[config.mk]
export PLATFORM = sky130hd
export DESIGN_NAME = pc_sequencer_flat
export DESIGN_NICKNAME = d
export VERILOG_FILES = /design/src/rtl/mips_pc_pkg.sv /design/src/rtl/pc_sequencer_if.sv /design/src/rtl/jump_target_gen.sv /design/src/rtl/pc_sequencer.sv /design/src/flat_wrapper.sv
export SDC_FILE = /design/constraint.sdc
export NUM_CORES = 1
export LEC_CHECK = 0
export BUFFER_PORTS_ARGS = -buffer_cell sky130_fd_sc_hd__buf_2
export CAP_MARGIN = 20
export CELL_PAD_IN_SITES_DETAIL_PLACEMENT = 1
export CELL_PAD_IN_SITES_GLOBAL_PLACEMENT = 1
export CORE_UTILIZATION = 34
export DETAILED_ROUTE_END_ITERATION = 10
export PLACE_DENSITY_LB_ADDON = 0.2
export SLEW_MARGIN = 10
export SYNTH_ARGS = -nofsm -noshare
export SYNTH_HDL_FRONTEND = slang
export SYNTH_HIERARCHICAL = 1
export SYNTH_SLANG_ARGS = --single-unit
[constraint.sdc]
create_clock -name clk -period 6.24 [get_ports clk]
set_input_delay 1.872 -clock clk [delete_from_list [all_inputs] [get_ports clk]]
set_output_delay 1.872 -clock clk [all_outputs]
set_load 0.01 [all_outputs]
[src/rtl/mips_pc_pkg.sv]
// mips_pc_pkg: shared PC-select codes, sequencer state encoding and default vectors.
package mips_pc_pkg;
    typedef enum logic [1:0] {
        PC_SEL_SEQ    = 2'd0,
        PC_SEL_BRANCH = 2'd1,
        PC_SEL_JUMP   = 2'd2,
        PC_SEL_JR     = 2'd3
    } pc_sel_e;
    typedef enum logic {
        ST_FETCH = 1'b0,
        ST_EXEC  = 1'b1
    } state_e;
    localparam logic [31:0] DEF_RESET_PC   = 32'h0000_0000;
    localparam logic [31:0] DEF_EXC_VECTOR = 32'h0000_0180;
endpackage

[src/rtl/pc_sequencer_if.sv]
// pc_sequencer_if: instruction-memory fetch handshake plus datapath control/observation signals.
interface pc_sequencer_if;
    logic        imem_req;
    logic [31:0] imem_addr;
    logic        imem_ready;
    logic [31:0] imem_rdata;
    logic [31:0] ir;
    logic        ir_valid;
    logic        exec_done;
    logic [1:0]  pc_sel;
    logic        branch_taken;
    logic [31:0] rs_value;
    logic [31:0] pc;
    logic [31:0] pc_plus4;
    logic        exc;
    modport master (
        output imem_req, imem_addr, ir, ir_valid, pc, pc_plus4, exc,
        input  imem_ready, imem_rdata, exec_done, pc_sel, branch_taken, rs_value
    );
    modport slave (
        input  imem_req, imem_addr, ir, ir_valid, pc, pc_plus4, exc,
        output imem_ready, imem_rdata, exec_done, pc_sel, branch_taken, rs_value
    );
endinterface

[src/rtl/jump_target_gen.sv]
// jump_target_gen: J/JAL target from the upper nibble of pc+4 and the 26-bit word index.
module jump_target_gen (
    input  logic [3:0]  pc_hi_i,
    input  logic [25:0] index_i,
    output logic [31:0] target_o
);
    assign target_o = {pc_hi_i, index_i, 2'b00};
endmodule

[src/rtl/pc_sequencer.sv]
// pc_sequencer: owns the PC, fetches into IR, and selects the next PC when the datapath completes.
module pc_sequencer
    import mips_pc_pkg::*;
#(
    parameter logic [31:0] RESET_PC   = DEF_RESET_PC,
    parameter logic [31:0] EXC_VECTOR = DEF_EXC_VECTOR
) (
    input  logic              clk,
    input  logic              rst,
    pc_sequencer_if.master    bus
);
    state_e      state_q, state_d;
    logic [31:0] pc_q, pc_d, ir_q, ir_d;
    logic        exc_q, exc_d;
    logic [31:0] pc_plus4, jump_target, branch_target, next_pc;
    logic        jr_bad;

    jump_target_gen u_jump_target_gen (
        .pc_hi_i  (pc_plus4[31:28]),
        .index_i  (ir_q[25:0]),
        .target_o (jump_target)
    );

    assign pc_plus4      = pc_q + 32'd4;
    assign branch_target = pc_plus4 + {{14{ir_q[15]}}, ir_q[15:0], 2'b00};
    assign jr_bad        = bus.rs_value[1:0] != 2'b00;
    assign next_pc = bus.pc_sel == PC_SEL_SEQ    ? pc_plus4 :
                     bus.pc_sel == PC_SEL_BRANCH ? (bus.branch_taken ? branch_target : pc_plus4) :
                     bus.pc_sel == PC_SEL_JUMP   ? jump_target :
                     jr_bad ? EXC_VECTOR : bus.rs_value;

    always_comb begin
        state_d = state_q;
        pc_d    = pc_q;
        ir_d    = ir_q;
        exc_d   = 1'b0;
        if (state_q == ST_FETCH) begin
            if (bus.imem_ready) begin
                ir_d    = bus.imem_rdata;
                state_d = ST_EXEC;
            end
        end else if (bus.exec_done) begin
            pc_d    = next_pc;
            exc_d   = bus.pc_sel == PC_SEL_JR && jr_bad;
            state_d = ST_FETCH;
        end
    end

    always_ff @(posedge clk) begin
        if (rst) begin
            state_q <= ST_FETCH;
            pc_q    <= RESET_PC;
            ir_q    <= 32'd0;
            exc_q   <= 1'b0;
        end else begin
            state_q <= state_d;
            pc_q    <= pc_d;
            ir_q    <= ir_d;
            exc_q   <= exc_d;
        end
    end

    // Handshake outputs are forced low combinationally for the whole reset window.
    assign bus.imem_req  = !rst && state_q == ST_FETCH;
    assign bus.ir_valid  = !rst && state_q == ST_EXEC;
    assign bus.imem_addr = pc_q;
    assign bus.pc        = pc_q;
    assign bus.pc_plus4  = pc_plus4;
    assign bus.ir        = ir_q;
    assign bus.exc       = exc_q;
endmodule

[src/flat_wrapper.sv]
// flat-port wrapper written by rule: the top's interface ports become plain ports
module pc_sequencer_flat import mips_pc_pkg::*;
#(
    parameter logic [31:0] RESET_PC   = DEF_RESET_PC,
    parameter logic [31:0] EXC_VECTOR = DEF_EXC_VECTOR
)
  (clk, rst, bus_imem_req, bus_imem_addr, bus_ir, bus_ir_valid, bus_pc, bus_pc_plus4, bus_exc, bus_imem_ready, bus_imem_rdata, bus_exec_done, bus_pc_sel, bus_branch_taken, bus_rs_value);
  pc_sequencer_if bus_i ();
  input  logic clk;
  input  logic rst;
  output wire logic [$bits(bus_i.imem_req)-1:0] bus_imem_req;
  output wire logic [$bits(bus_i.imem_addr)-1:0] bus_imem_addr;
  output wire logic [$bits(bus_i.ir)-1:0] bus_ir;
  output wire logic [$bits(bus_i.ir_valid)-1:0] bus_ir_valid;
  output wire logic [$bits(bus_i.pc)-1:0] bus_pc;
  output wire logic [$bits(bus_i.pc_plus4)-1:0] bus_pc_plus4;
  output wire logic [$bits(bus_i.exc)-1:0] bus_exc;
  input wire logic [$bits(bus_i.imem_ready)-1:0] bus_imem_ready;
  input wire logic [$bits(bus_i.imem_rdata)-1:0] bus_imem_rdata;
  input wire logic [$bits(bus_i.exec_done)-1:0] bus_exec_done;
  input wire logic [$bits(bus_i.pc_sel)-1:0] bus_pc_sel;
  input wire logic [$bits(bus_i.branch_taken)-1:0] bus_branch_taken;
  input wire logic [$bits(bus_i.rs_value)-1:0] bus_rs_value;
  assign bus_imem_req = bus_i.imem_req;
  assign bus_imem_addr = bus_i.imem_addr;
  assign bus_ir = bus_i.ir;
  assign bus_ir_valid = bus_i.ir_valid;
  assign bus_pc = bus_i.pc;
  assign bus_pc_plus4 = bus_i.pc_plus4;
  assign bus_exc = bus_i.exc;
  assign bus_i.imem_ready = bus_imem_ready;
  assign bus_i.imem_rdata = bus_imem_rdata;
  assign bus_i.exec_done = bus_exec_done;
  assign bus_i.pc_sel = bus_pc_sel;
  assign bus_i.branch_taken = bus_branch_taken;
  assign bus_i.rs_value = bus_rs_value;
  pc_sequencer #(.RESET_PC(RESET_PC), .EXC_VECTOR(EXC_VECTOR)) u_core (.clk(clk), .rst(rst), .bus(bus_i));
endmodule
==> reports/metrics.yaml <==
outcome:
  status: "complete, no violations"
drt:
  drt_iter0_drc: 317
  viasPerCell: 5.52
  drc: 0
  first_pass_iters: 5
  vias: 6625
  ant_nets: 0
  routed_wirelength_um: 23400
  wl_per_cell_um: 19.5
setup_path:
  worstPathRequired_ps: 4370
  crit_type: "register to output pin"
  r2r-start: "u_core/bus.imem_addr[2]"
  cp_max_fo: 8
  max_stage_delay_ps: 470
  critPathLaunchType: "register"
  endpoint_kind: "output pin"
  path_cells: "ha_1, nand4_1, nor3_1, nand4_1, nor2_1, and3_1, xor2_1, buf_2"
  critPathSlowestCell: "dfxtp_1"
  startpoint: "u_core/bus.imem_addr[2]"
  crit_top_cell: "nand4_1"
  critPathArrivalTime_ps: 3170
power_and_ir_drop:
  p_leak_nw: 3.48
  irDropWorstVdd_uv: 125
  power_density_mw_per_mm2: 182
global_routing:
  grt.total_usage_pct: 25.8
  grt_max_degree: 40
  grt_pass1_wl_um: 36300
  grt_pass1_vias: 6544
  grt_overflow: 0
  antenna_found_initial: 0
logic_synthesis:
  async_flop_share_pct: 0
  synth_edf_count: 0
  synth_top_area_share_pct: 21.7
  synth_top_area_cell: "dfxtp_1"
  ys_seq_area_share_pct: 21.7
  netlist_instances: 861
  synth_most_common_cell: "nand2_1"
  synth_ff_type: "dfxtp_1"
  synthTopCellsByCount: "nand2_1 (145), a21oi_1 (92), buf_4 (67), dfxtp_1 (66), nor2_1 (64)"
  yosysWarnings: 6
  avgSynthCellArea_um2: 7.08
  synthesis.area_mm2: 0.00610
  synthTopCellsByArea: "dfxtp_1 (22%), nand2_1 (8.9%), buf_4 (8.2%)"
  synth_cell_types: 64
  ys_ff_latch: 66
sta:
  maxSlewHeadroom_pct: 30.4
  maxSlewViolCount: 0
  hold_ws_ps: 453
  fin_worst_skew_ps: 12.7
  worst-slew-pin-transition_ps: 1040
  max_freq_ghz: 0.198
  rsz0062_at_grt: "no"
  tns_ps: 0
  period_share_pct: 80.9
  layout_min_cycle_time_ps: 5050
  hold_violations: 0
  setup_viol: 0
finish:
  diodes: 0
  area_growth_pct: 15.9
  fillers: 2311
  fin_area_mm2: 0.00706
  drive_gt1_share_pct: 24.8
  fin_nets: 1078
clocking:
  cts_setup_buffers: 0
  clock-root-buffer: "clkbuf_16"
  cts_hold_buf: 0
  clk_pin_slew_ps: 60
  numCtsBuffers: 9
  cts_tree: "yes"
  cts_htree_levels: 3
  cts.path.max_buffers: 2
  clkLatencyLatePin_ps: 350
  cts_resized: 0
  cts.sinks: 66
floorplanning:
  rows: 48
  ioPinCount: 202
  die_area_mm2: 0.0185
  die_w_um: 136
  coreArea_mm2: 0.0174
  start_util_pct: 35.0
  fp.dieH_um: 136
job:
  drv_cap: 0
hold_path:
  hp-start: "u_core/bus.ir[27]"
  hold_class: "register to register"
place:
  hpwl_um: 17700
  placement.cell_area_mm2: 0.00679
  place.gp.congestion: 0.926
  port_buffers: 201
-- per-layer routing --
layer	global-route usage, %	up-vias	wire length [µm]
met5	0	-	0
met4	6.30	0	352
met3	5.11	26	1180
met2	43.3	209	11100
met1	33.6	3209	10700
li1	-	3181	-
-- kinds of logic after synthesis --
kind of cell | count (synthesis) | share of synthesized area [%]
compound gates | 255 | 26.3
xor+xnor | 49 | 7.35
fa+ha+maj | 37 | 7.72
buf+inv | 130 | 12.1
flops | 66 | 21.7
mux | 5 | 0.841
other cells | 1 | 0.0615
simple gates | 318 | 23.9
-- critical path: cells and delay by family (launching register included) --
kind	cells	cell delay, ps
and+or+nand+nor	5	1500
DFF	1	470
xor gates and xnor gates	1	340
adders and majority gates	1	300
buffers and inverters	1	210
-- stage by stage --
| step | util [%] | setup WS (ps) | std cells | total power [W] |
|---|---|---|---|---|
| 2_1_floorplan | - | 1900 | 862 | 0.000694 |
| 3_3_place_gp | 39.0 | 1680 | 1184 | 0.000795 |
| 3_5_place_dp | 39.0 | 1600 | 1184 | 0.000798 |
| 4_1_cts | 40.6 | 1190 | 1200 | 0.00130 |
| 5_1_grt | 40.6 | 807 | 1200 | 0.00135 |
| 6_report | 40.6 | 1190 | 1200 | 0.00129 |
-- cell usage in the layout, fill, tap and decap left out, drive strengths merged, types with 8 or more instances in the layout --
| cell | synthesis | final |
|---|---|---|
| buf | 70 | 209 |
| nand2 | 146 | 146 |
| a21oi | 92 | 92 |
| dfxtp | 66 | 66 |
| nor2 | 64 | 64 |
| o21ai | 54 | 54 |
| ha | 36 | 36 |
| nand3 | 27 | 27 |
| xnor2 | 27 | 27 |
| xor2 | 22 | 22 |
| a21o | 21 | 21 |
| inv | 18 | 19 |
| nor3 | 17 | 17 |
| a211oi | 14 | 14 |
| nand2b | 13 | 13 |
| and3 | 11 | 11 |
| o21bai | 10 | 10 |
| clkbuf | 42 | 9 |
| and2 | 8 | 8 |
-- state kept, by name, indices dropped and copies added (netlist names) --
signal	cells
u_core/bus.exc	1
u_core/bus.imem_addr	32
u_core/bus.ir	32
u_core/state_q	1
-- area by class of cell --
| class | instances | area [µm²] | area share (%) |
|---|---|---|---|
| multi-input combinational | 666 | 4050 | 57.3 |
| timing repair buffer | 209 | 1070 | 15.1 |
| sequential | 66 | 1320 | 18.7 |
| tap | 225 | 282 | 3.99 |
| clock inverter | 7 | 53.8 | 0.762 |
| clock buffer | 9 | 225 | 3.19 |
| inverter | 18 | 67.6 | 0.956 |
-- worst paths after layout --
check / endpoint / slack [ps] / cells after the start
setup / recovery: bus_pc_plus4[30] / 1190 / 8
hold / removal: u_core/bus.ir[27] / 450 / 2
setup reg to reg: u_core/bus.imem_addr[31] / 1660 / 15
hold reg to reg: u_core/bus.ir[27] / 450 / 2
-- power breakdown --
part           switching [W]  internal, W
combinational       0.000198     0.000120
sequential         0.0000304     0.000443
clock               0.000224     0.000271
(Power assumes the default switching activity.)
